## config.mk

```make
export PLATFORM = sky130hd
export DESIGN_NAME = led_status_ctrl
export DESIGN_NICKNAME = d
export VERILOG_FILES = /design/src/rtl/led_status_ctrl_pkg.sv /design/src/rtl/ms_tick_gen.sv /design/src/rtl/led_status_ctrl.sv
export SDC_FILE = /design/constraint.sdc
export NUM_CORES = 1
export LEC_CHECK = 0
export ABC_AREA = 1
export CORE_ASPECT_RATIO = 1.5
export CORE_MARGIN = 2
export CORE_UTILIZATION = 35
export DETAILED_ROUTE_END_ITERATION = 10
export DONT_BUFFER_PORTS = 1
export GPL_ROUTABILITY_DRIVEN = 0
export SLEW_MARGIN = 20
export SYNTH_ARGS = -nofsm -noshare
export SYNTH_HDL_FRONTEND = slang
export SYNTH_SLANG_ARGS = --single-unit
```

## constraint.sdc

```tcl
create_clock -name clk -period 4.3 [get_ports clk]
set_input_delay 0.86 -clock clk [delete_from_list [all_inputs] [get_ports clk]]
set_output_delay 0.86 -clock clk [all_outputs]
set_load 0.1 [all_outputs]
```

## src/rtl/led_status_ctrl_pkg.sv

```systemverilog
// Shared definitions for the status-LED engine: blink FSM encodings, timer widths
// and the clock-to-millisecond divider helper.
package led_status_ctrl_pkg;

  localparam int CNT_W = 10;
  localparam int GAP_W = 12;

  typedef enum logic [1:0] {
    ST_IDLE = 2'd0,
    ST_ON   = 2'd1,
    ST_OFF  = 2'd2,
    ST_GAP  = 2'd3
  } blink_state_e;

  function automatic int ms_div(input int clk_freq);
    return clk_freq / 1000;
  endfunction

endpackage

```

## src/rtl/ms_tick_gen.sv

```systemverilog
// Millisecond timebase: counts 0..DIV-1 and raises tick for the single cycle
// spent at the terminal count.
module ms_tick_gen #(
  parameter int DIV = 12000
) (
  input  logic clk,
  input  logic rst_n,
  output logic tick
);

  localparam int W = (DIV > 1) ? $clog2(DIV) : 1;
  localparam logic [W-1:0] TERM = W'(DIV - 1);

  logic [W-1:0] cnt;

  always_ff @(posedge clk or negedge rst_n) begin
    if (!rst_n) begin
      cnt <= '0;
    end else if (cnt == TERM) begin
      cnt <= '0;
    end else begin
      cnt <= cnt + 1'b1;
    end
  end

  assign tick = (cnt == TERM);

endmodule

```

## src/rtl/led_status_ctrl.sv

```systemverilog
// Status-LED engine: heartbeat, NUM_CH retriggerable activity stretchers and an
// error blink-code player. Define LED_PWM_EN to add brightness gating of the LEDs.
module led_status_ctrl
  import led_status_ctrl_pkg::*;
#(
  parameter int CLK_FREQ   = 12_000_000,
  parameter int NUM_CH     = 2,
  parameter int PULSE_MS   = 100,
  parameter int HB_HALF_MS = 500,
  parameter int BLINK_MS   = 200,
  parameter int GAP_MS     = 1000
) (
  input  logic              clk,
  input  logic              rst_n,
  input  logic [NUM_CH-1:0] evt,
  input  logic              err_valid,
  input  logic [3:0]        err_code,
`ifdef LED_PWM_EN
  input  logic [3:0]        brightness,
`endif
  output logic              led_hb,
  output logic [NUM_CH-1:0] led_act,
  output logic              led_err,
  output logic              err_busy,
  output logic              err_drop
);

  logic              tick;
  logic              hb_raw;
  logic [NUM_CH-1:0] act_raw;
  logic              err_raw;
  logic              busy_raw;
  logic              drop_raw;

  ms_tick_gen #(.DIV(ms_div(CLK_FREQ))) u_tick (
    .clk   (clk),
    .rst_n (rst_n),
    .tick  (tick)
  );

  // A strobe on the same cycle as a tick reloads without decrementing.
  for (genvar i = 0; i < NUM_CH; i++) begin : g_act
    logic [CNT_W-1:0] cnt;
    logic             lit;

    always_ff @(posedge clk or negedge rst_n) begin
      if (!rst_n) begin
        cnt <= '0;
        lit <= 1'b0;
      end else if (evt[i]) begin
        cnt <= CNT_W'(PULSE_MS);
        lit <= 1'b1;
      end else if (tick && (cnt != '0)) begin
        cnt <= cnt - 1'b1;
        if (cnt == CNT_W'(1)) lit <= 1'b0;
      end
    end

    assign act_raw[i] = lit;
  end

  logic [CNT_W-1:0] hb_cnt;

  always_ff @(posedge clk or negedge rst_n) begin
    if (!rst_n) begin
      hb_cnt <= '0;
      hb_raw <= 1'b0;
    end else if (tick) begin
      if (hb_cnt == CNT_W'(HB_HALF_MS - 1)) begin
        hb_cnt <= '0;
        hb_raw <= ~hb_raw;
      end else begin
        hb_cnt <= hb_cnt + 1'b1;
      end
    end
  end

  // Blink-code player. Handshake: err_valid is a 1-cycle strobe with no ready;
  // err_code is sampled on that cycle, code 0 is discarded, and a code arriving
  // while busy parks in a one-deep pending slot (overwrite pulses err_drop).
  blink_state_e     state, state_n;
  logic [GAP_W-1:0] tmr, tmr_n;
  logic [3:0]       rem, rem_n;
  logic [3:0]       pend_code, pend_code_n;
  logic             pend_v, pend_v_n;
  logic             drop_n;
  logic             code_ok;
  logic             expire;

  assign code_ok = err_valid && (err_code != 4'd0);
  assign expire  = tick && (tmr <= GAP_W'(1));

  always_comb begin
    state_n     = state;
    tmr_n       = tmr;
    rem_n       = rem;
    pend_code_n = pend_code;
    pend_v_n    = pend_v;
    drop_n      = 1'b0;

    if ((state != ST_IDLE) && tick && (tmr != '0)) tmr_n = tmr - 1'b1;

    case (state)
      ST_IDLE: begin
        if (code_ok) begin
          state_n = ST_ON;
          rem_n   = err_code;
          tmr_n   = GAP_W'(BLINK_MS);
        end
      end
      ST_ON: begin
        if (expire) begin
          state_n = ST_OFF;
          tmr_n   = GAP_W'(BLINK_MS);
        end
      end
      ST_OFF: begin
        if (expire) begin
          rem_n = rem - 1'b1;
          if (rem == 4'd1) begin
            state_n = ST_GAP;
            tmr_n   = GAP_W'(GAP_MS);
          end else begin
            state_n = ST_ON;
            tmr_n   = GAP_W'(BLINK_MS);
          end
        end
      end
      ST_GAP: begin
        if (expire) begin
          if (pend_v) begin
            state_n  = ST_ON;
            rem_n    = pend_code;
            pend_v_n = 1'b0;
            tmr_n    = GAP_W'(BLINK_MS);
          end else begin
            state_n = ST_IDLE;
          end
        end
      end
      default: state_n = ST_IDLE;
    endcase

    // A code consumed from pending this cycle frees the slot, so no drop.
    if (code_ok && (state != ST_IDLE)) begin
      drop_n      = pend_v_n;
      pend_code_n = err_code;
      pend_v_n    = 1'b1;
    end
  end

  always_ff @(posedge clk or negedge rst_n) begin
    if (!rst_n) begin
      state     <= ST_IDLE;
      tmr       <= '0;
      rem       <= '0;
      pend_code <= '0;
      pend_v    <= 1'b0;
      err_raw   <= 1'b0;
      busy_raw  <= 1'b0;
      drop_raw  <= 1'b0;
    end else begin
      state     <= state_n;
      tmr       <= tmr_n;
      rem       <= rem_n;
      pend_code <= pend_code_n;
      pend_v    <= pend_v_n;
      err_raw   <= (state_n == ST_ON);
      busy_raw  <= (state_n != ST_IDLE);
      drop_raw  <= drop_n;
    end
  end

`ifdef LED_PWM_EN
  logic [3:0] pwm;
  logic       gate;

  assign gate = (pwm < brightness);

  // Status flags go through the same output stage so every output shares the latency.
  always_ff @(posedge clk or negedge rst_n) begin
    if (!rst_n) begin
      pwm      <= '0;
      led_hb   <= 1'b0;
      led_act  <= '0;
      led_err  <= 1'b0;
      err_busy <= 1'b0;
      err_drop <= 1'b0;
    end else begin
      pwm      <= pwm + 1'b1;
      led_hb   <= hb_raw & gate;
      led_act  <= act_raw & {NUM_CH{gate}};
      led_err  <= err_raw & gate;
      err_busy <= busy_raw;
      err_drop <= drop_raw;
    end
  end
`else
  assign led_hb   = hb_raw;
  assign led_act  = act_raw;
  assign led_err  = err_raw;
  assign err_busy = busy_raw;
  assign err_drop = drop_raw;
`endif

endmodule
```

Word level (Yosys, flattened, before mapping)
Cells that the tools add are included.
{"block": "totals", "register_bits": 73, "latch_bits": 0, "ramBits": 0, "rom_bits": 0, "input_bits": 9, "output_inout_bits": 6, "word_cells": 95, "n_memories": 0}
{"block": "classes", "add_sub_neg": 6, "multipliers": 0, "n_div": 0, "order_cmp": 1, "eq_ne": 13, "n_shift": 0, "muxes": 36, "bitwise_logic": 1, "n_reduce_logical": 23}
{"cell": "12-bit 2-to-1 mux", "n": 6}
{"cell": "10-bit 2-to-1 mux", "n": 6}
{"cell": "12-bit one-hot mux with 4 select lines", "n": 1}
{"cell": "10-bit by 1-bit == test with 1-bit output (second input constant)", "n": 2}
{"cell": "10-bit nonzero test", "n": 2}
{"cell": "10-bit by 1-bit subtractor with 10-bit output (second input constant)", "n": 2}
{"cell": "4-bit 2-to-1 mux", "n": 4}
{"cell": "14-bit by 1-bit adder with 14-bit output (second input constant)", "n": 1}
{"cell": "14-bit == test (second input constant)", "n": 1}
{"cell": "14-bit 2-to-1 mux", "n": 1}
{"cell": "12-bit by 1-bit <= comparator with 1-bit output (second input constant)", "n": 1}
{"cell": "4-bit one-hot mux with 3 select lines", "n": 1}
{"cell": "12-bit nonzero test", "n": 1}
{"cell": "2-bit nonzero test", "n": 6}
{"cell": "12-bit by 1-bit subtractor with 12-bit output (second input constant)", "n": 1}
{"cell": "1-bit 2-to-1 mux", "n": 11}
{"cell": "10-bit by 1-bit adder with 10-bit output (second input constant)", "n": 1}
{"cell": "10-bit by 9-bit == test with 1-bit output (second input constant)", "n": 1}
{"cell": "2-bit 2-to-1 mux", "n": 5}
{"cell": "2-bit != test (second input constant)", "n": 4}
{"cell": "2-bit one-hot mux with 4 select lines", "n": 1}
{"cell": "1-bit logical AND", "n": 7}
{"cell": "2-bit AND reduction", "n": 3}
{"cell": "5-bit AND reduction", "n": 1}
{"cell": "8 further kinds", "n": 10}

Longest topological paths before layout
{"block": "logic_depth", "depth_word": 7, "mapped_depth": 13, "mapped_depth_nobuf": 12}

Cells and area by module
From an unflattened synthesis, not the netlist that was laid out.
{"block": "unflattened", "hier_cells": 529, "area_unflattened_um2": 4112.7}
{"mod": "led_status_ctrl", "n_inst": 1, "cells_per_inst": 420, "area_each_um2": 3316.9, "seq_area_each_um2": 1476.4}
{"mod": "ms_tick_gen", "n_inst": 1, "cells_per_inst": 109, "area_each_um2": 795.8, "seq_area_each_um2": 350.3}

Worst setup path before layout
No wires, ideal clock.
{"block": "synth_timing", "path_type": "input-to-reg", "start": "in err_code[2]", "end": "reg busy_raw, in the netlist err_busy", "setup_time_ns": 0.125, "arrival_ns": 1.648, "t_required_ns": 4.175, "path_slack_ns": 2.526, "cell_stages": 7, "n_path_buf": 0, "cell_sequence": "inv_1 > nand3_1 > o21a_1 > nand2_1 > nand2_1 > a21oi_1 > nand2b_1"}
{"block": "synth_via", "elab_chain_len": 5}
{"item": "start: declaration", "line_no": "led_status_ctrl.sv:17", "source": "input logic [3:0] err_code,"}
{"item": "4-bit nonzero test", "line_no": "led_status_ctrl.sv:90", "source": "assign code_ok = err_valid && (err_code != 4'd0);"}
{"item": "1-bit logical AND", "line_no": "led_status_ctrl.sv:90"}
{"item": "2-bit 2-to-1 mux", "line_no": "led_status_ctrl.sv:105", "source": "if (code_ok) begin"}
{"item": "2-bit one-hot mux with 4 select lines", "line_no": "led_status_ctrl.sv:103", "source": "case (state)"}
{"item": "2-bit nonzero test", "line_no": "led_status_ctrl.sv:169", "source": "busy_raw <= (state_n != ST_IDLE);"}
{"item": "end signal: assignment", "line_no": "led_status_ctrl.sv:169"}
{"item": "end: declaration", "line_no": "led_status_ctrl.sv:32", "source": "logic busy_raw;"}
No other way between the ends.
A chain may end at the register's enable or synchronous reset.

Worst setup path in the final report
{"block": "layout_timing", "start": "reg u_tick.cnt[0]", "end": "reg tmr[5]"}
{"block": "layout_via", "elab_chain_len": 7, "elab_cells_between_ends": 11, "cone_classes": "eq/ne: 1; mux: 7; reduce/logical: 3"}
{"item": "start: declaration", "line_no": "ms_tick_gen.sv:14", "source": "logic [W-1:0] cnt;"}
{"item": "start signal: assignment", "line_no": "ms_tick_gen.sv:22", "source": "cnt <= cnt + 1'b1;"}
{"item": "14-bit == test *", "line_no": "ms_tick_gen.sv:26", "source": "assign tick = (cnt == TERM);"}
{"item": "1-bit logical AND (2 in series)", "line_no": "led_status_ctrl.sv:101", "source": "if ((state != ST_IDLE) && tick && (tmr != '0)) tmr_n = tmr - 1'b1;"}
{"item": "12-bit 2-to-1 mux", "line_no": "led_status_ctrl.sv:101"}
{"item": "12-bit 2-to-1 mux", "line_no": "led_status_ctrl.sv:131", "source": "if (pend_v) begin"}
{"item": "12-bit 2-to-1 mux", "line_no": "led_status_ctrl.sv:130", "source": "if (expire) begin"}
{"item": "12-bit one-hot mux with 4 select lines *", "line_no": "led_status_ctrl.sv:103"}
{"item": "named net tmr_n[5]", "line_no": "led_status_ctrl.sv:82", "source": "logic [GAP_W-1:0] tmr, tmr_n;"}
{"item": "end signal: assignment", "line_no": "led_status_ctrl.sv:164", "source": "tmr <= tmr_n;"}
{"item": "end: declaration", "line_no": "led_status_ctrl.sv:82"}
Mark *: on every way through the listed nets, which the timed path passes. The rest lies on a longest branch.

==> key figures <==
Global routing
  • First-pass GRT wire length: 16040 um
  • Antenna violations before repair: 0
  • Total track usage: 15.01%
  • Vias in the first global route: 3719
  • Grt ovf: 0
  • Largest net degree at the start of global routing: 74

Detailed routing
  • WL final: 9060 um
  • TritonRoute pass-1 iters: 4
  • Via count: 3647
  • Number of remaining DRC errors: 0
  • Initial DRC count: 114
  • Vias per std cell: 4.996
  • Mean routed wirelength per cell: 12.41 um
  • Detail Route Antenna Nets: 0

Pwr
  • Tot Pwr: 1.500 mW
  • Lkg Pwr: 2.116 nW
  • Psw: 292.6 uW
  • Combinational fraction of design power: 1.2%
  • Max rail drop VDD: 0.0001726 V
  • Seq pwr share: 47.0%
  • Clock share of power: 51.7%
  • Sw Ratio: 19.51%
  • Pwr Density: 315.7 nW/um2
  • Internal: 1.208 mW

CTS
  • CTS Sinks: 73
  • Number of gates resized after cts: 0
  • CTS tree: yes
  • CTS Hold Bufs: 0
  • Root Buffer: clkbuf_16
  • Number of post-CTS setup repair buffers: 0
  • Maximum level of the CTS H-tree: 3
  • Clk pin slew, worst setup/hold paths: 0.06 ns
  • Later-pin clock latency in the skew report: 0.33 ns
  • Cts bufs inserted: 9
  • Clk buf depth: 2

Timing
  • Final Slew Violations: 0
  • Final setup violation count: 0
  • Worst-margin pin slew: 0.9232 ns
  • Min Tclk post-route: 2.178 ns
  • Fin crit share: 50.66%
  • Fmax: 459.1 MHz
  • RSZ-0062 raised after global routing: false
  • Hold Vio Cnt, Final: 0
  • Fin Clk Skew: 0.005399 ns
  • Post-route setup TNS: 0 ns
  • Rel. slew slack: 38.45%
  • Hold slack: 0.2225 ns

Place
  • HPWL after DPL: 6778 um
  • Dpl cells: 714
  • # port buffers: 0

Synth
  • Yosys cell types: 39
  • Post-Synthesis Cells: 568
  • Register area share after synthesis: 42.38%
  • Avg Cell Area, Syn: 7.589 um2
  • Synth Flop Type: dfrtp_1
  • Yosys reg bits: 73
  • Ys async rst share: 100.0%
  • Number of flops mapped to enable cells by yosys: 0
  • Synthesized area: 4310 um2
  • YS warnings: 0
  • Total nets after synthesis: 588

Worst setup path
  • Req. time, crit path: 4.52 ns
  • Setup CP Type: reg -> reg
  • Critical path origin: u_tick.cnt[0]$_DFF_PN0_
  • CP endpoint kind: flip-flop
  • Critical-path maximum fanout: 26
  • R2r endpoint: tmr[5]$_DFF_PN0_
  • R2R Path Start: u_tick.cnt[0]$_DFF_PN0_
  • Crit path DAT: 2.40 ns
  • Startpoint Class: flip-flop
  • R2R setup slack: 2.12 ns
  • R2R cell count: 12
  • CP endpoint: tmr[5]$_DFF_PN0_

Status
  • Outcome: completed

Floorplan
  • Die Footprint: 13240 um2
  • Initial Util: 35.87%
  • Die Ht: 139.9 um
  • Core ar.: 12020 um2
  • Chip width: 94.61 um
  • Total I/O pin count: 15
  • FP Rows: 49

Hold path
  • Worst hold path type: in -> async

Job
  • Max Cap Viol: 0

Finish
  • Final core occ: 39.55%
  • Fraction of layout cells with a size suffix above 1: 6.412%
  • Ant diodes: 0
  • Nets: 592
  • Fillers: 1258
  • Post-layout instance count excluding filler cells: 730
  • Layout overhead on the synthesized area: 10.25%
[how the worst min path moves through the flow]
stage                                      startpoint                     endpoint  cells past startpoint
final                                           rst_n  g_act[1].cnt[1]$_DFFE_PN0P_                      0
after global placement        u_tick.cnt[0]$_DFF_PN0_      u_tick.cnt[0]$_DFF_PN0_                      1
after global routing                            rst_n  g_act[1].cnt[0]$_DFFE_PN0P_                      0
after CTS                                       rst_n  g_act[1].cnt[1]$_DFFE_PN0P_                      0
after detailed placement     pend_code[0]$_DFFE_PN0P_     pend_code[0]$_DFFE_PN0P_                      2
after floorplan           g_act[1].cnt[1]$_DFFE_PN0P_  g_act[1].cnt[1]$_DFFE_PN0P_                      2
[cells in the mapped netlist, types with 2 or more instances]
library cell | instances | area, um2
nand3_2 | 6 | 60.06
buf_2 | 2 | 10.01
o221ai_1 | 3 | 26.28
a21oi_1 | 13 | 65.06
xor2_1 | 14 | 122.6
dfrtp_1 | 73 | 1827
nand3b_1 | 2 | 15.01
nor3_1 | 17 | 85.08
inv_1 | 88 | 330.3
nor2_4 | 5 | 56.30
ha_1 | 11 | 137.6
nand2_1 | 118 | 442.9
nand3_1 | 51 | 255.2
o211ai_1 | 3 | 22.52
o31ai_1 | 5 | 37.54
nor2_2 | 2 | 12.51
o21ai_0 | 36 | 180.2
xnor2_1 | 3 | 26.28
nor2_1 | 69 | 259.0
o21ai_1 | 3 | 15.01
nand4_1 | 18 | 112.6
or2_2 | 5 | 31.28
o21a_1 | 2 | 15.01
buf_4 | 2 | 15.01
o21ai_4 | 2 | 32.53
nand2_2 | 2 | 12.51
[kinds of logic after synthesis]
group	after synthesis	share of synthesized area [%]
buffers and inverters	96	9.027
AO/OA/AOI/OAI	70	9.695
AND/OR/NAND/NOR	301	32.25
flip-flops	73	42.38
adder cells (fa/ha/maj)	11	3.193
XOR/XNOR	17	3.454
[power groups by stage]
stage               registers (mW)  clock network (mW)  logic [mW]
floorplan                    0.712                   0      0.0212
global placement             0.718                   0      0.0184
detailed placement           0.718                   0      0.0191
CTS                          0.705               0.801      0.0190
global route                 0.706               0.837      0.0216
finish                       0.705               0.776      0.0186
[cell type report]
| class | count | area (um2) | area share [%] |
|---|---|---|---|
| Clock inverter | 3 | 65.06 | 1.369 |
| Inverter | 89 | 334.1 | 7.030 |
| Tap cell | 153 | 191.4 | 4.028 |
| Clock buffer | 13 | 240.2 | 5.055 |
| Sequential cell | 73 | 1827 | 38.44 |
| Multi-Input combinational cell | 399 | 2095 | 44.08 |
[flip-flops by register name, summed over array words and instances (netlist names)]
signal      cells
state           2
hb_cnt         10
rem             4
led_err         1
pend_v          1
g_act.cnt      20
err_drop        1
tmr            12
g_act.lit       2
u_tick.cnt     14
pend_code       4
led_hb          1
err_busy        1
[worst max-delay path, cell delays in order (launching register included)]
cell and delay, ns:
dfrtp_1 0.38, ha_1 0.23, nand2_1 0.09, nor2_2 0.12
nand3_2 0.09, nor2_4 0.45, nand3_2 0.18, clkinv_1 0.21
nand2_1 0.07, o21ai_1 0.07, inv_1 0.06, nand2_1 0.06
nand2_1 0.05
[stage by stage]
stage          setup WS, ns  area, um2
2_1_floorplan         2.526       4310
4_1_cts               2.083       4752
5_1_grt               1.851       4752
6_report              2.122       4752
3_5_place_dp          2.107       4447
3_3_place_gp          2.197       4447
[layout by cell type (no fill, tap or decap), drive strengths merged]
cell      n
and2      1
xor2     14
nand2   121
ha       11
o21a      2
nand3b    2
o31ai     5
nand3    57
clkbuf   13
dfrtp    73
xnor2     3
o221ai    3
o21bai    1
clkinv    2
or2       5
nor2     76
nand4    18
a21oi    14
o21ai    41
a211oi    1
nor3     18
nor3b     1
nand2b    1
o211ai    3
inv      88
nor4      1
bufinv    2
[routing by layer]
metal  wire length (um)  part of all wire [%]  vias to the layer above  GRT usage [%]
met2               4910                    54                       54          27.10
met4                293                   3.2                        0          8.772
met3                214                   2.4                       23          3.066
met5                  0                     0                        -              0
met1               3641                    40                     1720          15.63
li1                   -                     -                     1850              -
No activity file was read; power rests on OpenSTA's default activity.
==> edit 1 (config.mk and constraints unchanged) <==
Change the parameter `HB_HALF_MS` from 500 to 250.
--- a/src/rtl/led_status_ctrl.sv
+++ b/src/rtl/led_status_ctrl.sv
@@ -6,7 +6,7 @@
   parameter int CLK_FREQ   = 12_000_000,
   parameter int NUM_CH     = 2,
   parameter int PULSE_MS   = 100,
-  parameter int HB_HALF_MS = 500,
+  parameter int HB_HALF_MS = 250,
   parameter int BLINK_MS   = 200,
   parameter int GAP_MS     = 1000
 ) (
Formal check against the unedited RTL: no difference found for any inputs over 10 cycles, from zero or initial values and one cycle with rst_n low; that may be too few to reach the edited logic, so the function may still have changed.
==> edit 1 against the original RTL <==
Global-route usage rose by 0.76 points. Sequential cell count stayed put. Largest cell class unchanged. Clock skew about the same. Setup slack lost 0.15 ns. Synthesized area is 1.4% higher. Highest routed layer unchanged. Wire length grew 5.9%. Cell count grew 1.2%. Fmax down 6.3%. Final area increased by 1.8%.
Power is not compared: it rests on default switching activity, and its combinational part moved more than twofold at a synthesized area within 25%.
==> edit 1: results (changes against the original RTL) <==
| Metric | Value |
|---|---|
| Outcome | `completed` |
| I/O Buffers | `0 (unchanged)` |
| Layout cells sized above 1 | `7.204% (+0.79 points)` |
| Worst Tran Pin Value | `0.9399 ns (+0.01665 ns)` |
| H-tree level count | `3 (unchanged)` |
| Pre-Repair DR Iteration Count | `7 (+3)` |
| Net Sw Frac | `21.16%` |
| First-pass GRT wire length | `16710 um (+4.2%)` |
| Layout overhead on the synthesized area | `10.65%` |
| FF-to-FF End | `tmr[9]` |
| Leading post-synthesis cells by cell area | `dfrtp_1 (42%), nand2_1 (11%), inv_1 (6.9%)` |
| Critical Path Fanout Max | `20 (-23%)` |
| Area after DPL | `4493 um2 (+1.0%)` |
| Worst path arrival time | `2.60 ns (+0.20 ns)` |
| Place WS | `2.003 ns (-0.1031 ns)` |
| Register area share after synthesis | `41.79% (-0.59 points)` |
| Via-to-Cell Ratio | `4.985 (-0.22%)` |
| #MultiIn Comb | `411 (+3.0%)` |
| Vias in the first global route | `3689 (-0.81%)` |
| Synth cell types | `40 (+2.6%)` |
| Initial DRC count | `127 (+11%)` |
| Clock Latency Late Sink | `0.33 ns (about the same)` |
| Post-CTS resize count | `0 (unchanged)` |
| Routed WL | `9597 um (+5.9%)` |
| Fraction of area in multi-input gates | `44.62% (+0.54 points)` |
| Hold Slack | `0.2157 ns (-0.006851 ns)` |
| Inst Count DP | `723 (+1.3%)` |
| Non-clock buffer count | `0 (unchanged)` |
| Critical Path Slowest Stage Cell | `nor2_2` |
| CP max stage delay | `0.62 ns (+0.17 ns)` |
| Non-clock inverter total of the final layout | `83 (-6.7%)` |
| Die width | `95.25 um (+0.68%)` |
| LEAKAGE | `around 0.0022 uW` |
| Reg2Reg Depth | `11 (-1)` |
| Clock Network Area Fraction | `7.113% (+0.69 points)` |
| R2R Path Start | `u_tick.cnt[0]` |
| Post-CTS setup buffers | `0 (unchanged)` |
| R2R setup slack | `1.98 ns (-0.15 ns)` |
| Post-synth top cells | `nand2_1 (127), inv_1 (80), dfrtp_1 (73)` |
| Post-synthesis compound-gate area fraction | `8.615% (-1.1 points)` |
| Biggest regs | `g_act.cnt (20), u_tick.cnt (14), tmr (12)` |
| Post-Synth XOR/XNOR Area | `4.408% (+0.95 points)` |
| Fin nets | `599 (+1.2%)` |
| Fill cell count | `1260 (+0.16%)` |
| Cells after Synth | `576 (+1.4%)` |
| GRT Total Usage | `15.78% (+0.76 points)` |
| Seq area share | `37.77% (-0.68 points)` |
| TritonCTS Buffers | `9 (unchanged)` |
| Clock skew | `0.004925 ns (-0.0004742 ns)` |
| Layout Cells excl Fill | `739 (+1.2%)` |
| Ys Warns | `0 (unchanged)` |
| Post-Synth Adder-Cell Area | `3.434% (+0.24 points)` |
| Reg clk slew, reported paths | `0.06 ns (about the same)` |
| Root Buffer | `clkbuf_16` |
| Multiplexer share of the synthesized area | `0.2576% (+0.26 points)` |
| HPWL Detailed | `7058 um (+4.1%)` |
edit 1: cell types whose count changed after synthesis, sizes merged, moves of 4 or more:
cell,change
a21oi,-5
xor2,+5
inv,-7
or2,-5
nand2,+13
nand4,+4
edit 1: worst max path at each step:
stage | startpoint | end | slack, ns | cells after the start
6_report | u_tick.cnt[0] | tmr[9] | 1.98 | 11
5_1_grt | u_tick.cnt[0] | tmr[9] | 1.69 | 11
4_1_cts | u_tick.cnt[0] | tmr[9] | 2.00 | 11
3_5_place_dp | u_tick.cnt[0] | tmr[8] | 2.00 | 11
3_3_place_gp | u_tick.cnt[0] | tmr[5] | 2.09 | 11
2_1_floorplan | err_code[3] | pend_code[1] | 2.43 | 6
edit 1: per-layer routing:
metal | up-vias | global-route usage, % | share of wire (%)
li1 | 1868 | - | -
met1 | 1753 | 17.39 | 41
met2 | 48 | 28.28 | 54
met3 | 15 | 3.421 | 2.3
met4 | 0 | 7.094 | 2.3
met5 | - | 0 | 0
edit 1: worst max-delay path, delay by kind of cell, from the launching register on:
kind,cells,cell delay (ns)
adders and majority gates,1,0.23
buffers and inverters,1,0.08
DFF,1,0.37
and+or+nand+nor,9,1.58
edit 1: logic make-up after synthesis:
kind of cell,after synthesis
adder cells (fa/ha/maj),12
multiplexers,1
buffers and inverters,92
AO/OA/AOI/OAI,65
AND/OR/NAND/NOR,311
flip-flops,73
XOR/XNOR,22
edit 1: power by group through the flow:
| stage | clock (uW) | combinational (uW) | sequential (uW) |
|---|---|---|---|
| global placement | 0 | 60.0 | 728 |
| global route | 920 | 73.4 | 718 |
| finish | 857 | 62.6 | 716 |
| CTS | 881 | 62.4 | 716 |
| detailed placement | 0 | 61.9 | 729 |
| floorplan | 0 | 51.4 | 726 |
==> edit 2 (same flow settings) <==
Without the edit above. One comparison of `hb_cnt` changes from == to >=.
--- a/src/rtl/led_status_ctrl.sv
+++ b/src/rtl/led_status_ctrl.sv
@@ -66,7 +66,7 @@
       hb_cnt <= '0;
       hb_raw <= 1'b0;
     end else if (tick) begin
-      if (hb_cnt == CNT_W'(HB_HALF_MS - 1)) begin
+      if (hb_cnt >= CNT_W'(HB_HALF_MS - 1)) begin
         hb_cnt <= '0;
         hb_raw <= ~hb_raw;
       end else begin
Behaviour: same outputs for any inputs over 10 cycles, from zero or initial values and one cycle with rst_n low; that may be too few to reach the edited logic, so the function may still have changed.
==> edit 2 against the original RTL <==
Total power rose by 1.1%. Die area is 3.6% lower. Register-to-register slack improved by 0.20 ns. Wire length decreased by 2.2%. Setup slack better by 0.012 ns. Synthesized area fell by 3.8%. Final area down 2.5%. Sequential cell count unchanged. Clock skew is 0.0023 ns higher. Critical path type is now flop to output port. Highest routed layer unchanged.
==> edit 2: results (changes against the original RTL) <==
| Metric | Value |
|---|---|
| Biggest regs | `g_act.cnt (20), u_tick.cnt (14), tmr (12)` |
| Reg2Reg Depth | `8 (-4)` |
| Root Buffer | `clkbuf_16` |
| Fill cell count | `1207 (-4.1%)` |
| Crit path from | `led_hb` |
| WL/cell | `12.49 um (+0.65%)` |
| Register area share after synthesis | `44.04% (+1.7 points)` |
| Post-CTS resize count | `0 (unchanged)` |
| Critical Path Fanout Max | `2 (-92%)` |
| TritonCTS Buffers | `9 (unchanged)` |
| Post-synthesis compound-gate area fraction | `10.65% (+0.95 points)` |
| H-tree level count | `3 (unchanged)` |
| # DRC | `0 (unchanged)` |
| Post-synth top cells | `nand2_1 (112), nor2_1 (78), inv_1 (74)` |
| Multiplexer share of the synthesized area | `0.2715% (+0.27 points)` |
| Outcome | `completed` |
| Synth cell types | `39 (unchanged)` |
| Largest net degree at the start of global routing | `74 (unchanged)` |
| Relative slew slack | `36.84% (-1.6 points)` |
| Syn_nets | `566 (-3.7%)` |
| Clock Latency Late Sink | `0.34 ns` |
| Antenna cells | `0 (unchanged)` |
| Layout cells sized above 1 | `7.871% (+1.5 points)` |
| Clock skew | `0.007680 ns (+0.002281 ns)` |
| Hold_buf cts | `0 (unchanged)` |
| Ys Warns | `0 (unchanged)` |
| Synth async-reset ratio | `100.0% (unchanged)` |
| LEAKAGE | `0.002102 uW (-0.69%)` |
| Vias in the first global route | `3445 (-7.4%)` |
| R2R Path Start | `u_tick.cnt[0]` |
| Main synth FF type | `dfrtp_1` |
| Place WS | `2.305 ns (+0.1986 ns)` |
| Post-Synth XOR/XNOR Area | `2.323% (-1.1 points)` |
| First-pass GRT wire length | `15550 um (-3.1%)` |
| Via-to-Cell Ratio | `4.996 (about the same)` |
| Area after DPL | `4319 um2 (-2.9%)` |
| Max VDD drop | `0.2592 mV (+50%)` |
| FF-to-FF End | `g_act[1].cnt[6]` |
| Initial DRC count | `150 (+32%)` |
| Worst path arrival time | `1.31 ns (-1.09 ns)` |
| Hold Crit Class | `input pin to async pin` |
| Final period util | `50.38% (-0.27 points)` |
| R2R setup slack | `2.32 ns (+0.20 ns)` |
| Reg clk slew, reported paths | `0.06 ns (about the same)` |
| Post-Synth Adder-Cell Area | `3.318% (+0.13 points)` |
| I/O Buffers | `0 (unchanged)` |
| Initial antenna violation count | `0 (unchanged)` |
| Pre-Repair DR Iteration Count | `4 (unchanged)` |
| Synthesized cell area | `4148 um2 (-3.8%)` |
| Max clock buf depth | `2 (unchanged)` |
| Setup crit end | `led_hb` |
| Leading post-synthesis cells by cell area | `dfrtp_1 (44%), nand2_1 (10%), nor2_1 (7.1%)` |
| Post-CTS setup buffers | `0 (unchanged)` |
| HPWL Detailed | `6688 um (-1.3%)` |
| GRT Total Usage | `15.41% (+0.39 points)` |
## edit 2: stage by stage
stage               std cells  utilization, %  hold WS, ns
CTS                       709           40.19       0.2020
floorplan                 546               -       0.4329
global route              709           40.19       0.1928
detailed placement        693           37.46       0.4652
finish                    709           40.19       0.2096
global placement          693           37.46       0.4437
## edit 2: kinds of logic after synthesis
group / count (synthesis)
buffers and inverters: 86
AOI/OAI and AO/OA: 79
DFF: 73
adders and majority gates: 11
muxes: 1
and+or+nand+nor: 285
xor gates and xnor gates: 11
## edit 2: how the worst min path moves through the flow
stage,start,to,slack (ns),depth (start not counted)
floorplan,u_tick.cnt[0],u_tick.cnt[0],0.43,1
global placement,u_tick.cnt[0],u_tick.cnt[0],0.44,1
detailed placement,u_tick.cnt[0],u_tick.cnt[0],0.47,1
global route,rst_n,g_act[1].cnt[8],0.19,0
CTS,rst_n,g_act[1].cnt[8],0.20,0
finish,rst_n,g_act[1].cnt[5],0.21,0
## edit 2: area by class of cell
class | count | area, um2 | area share [%]
multi-input cells | 387 | 1989 | 42.93
repair buffers | 1 | 7.507 | 0.1620
clock buffers | 11 | 252.7 | 5.454
inverters | 82 | 307.8 | 6.641
clock inverters | 5 | 62.56 | 1.350
flip-flops and latches | 73 | 1827 | 39.42
well taps | 150 | 187.7 | 4.050
## edit 2: routing by layer
layer	part of all wire (%)	global-route usage (%)	wire, um
met2	54	27.78	4744
met1	41	17.08	3615
met3	3.5	3.228	308
met4	2.1	7.598	188
met5	0	0	0
## edit 2: power by group
group	total, uW	leakage (uW)	internal [uW]	switching, uW
registers	707	0.000910	696	10.9
logic	30.6	0.00104	10.6	20.0
clock network	780	0.000148	483	296
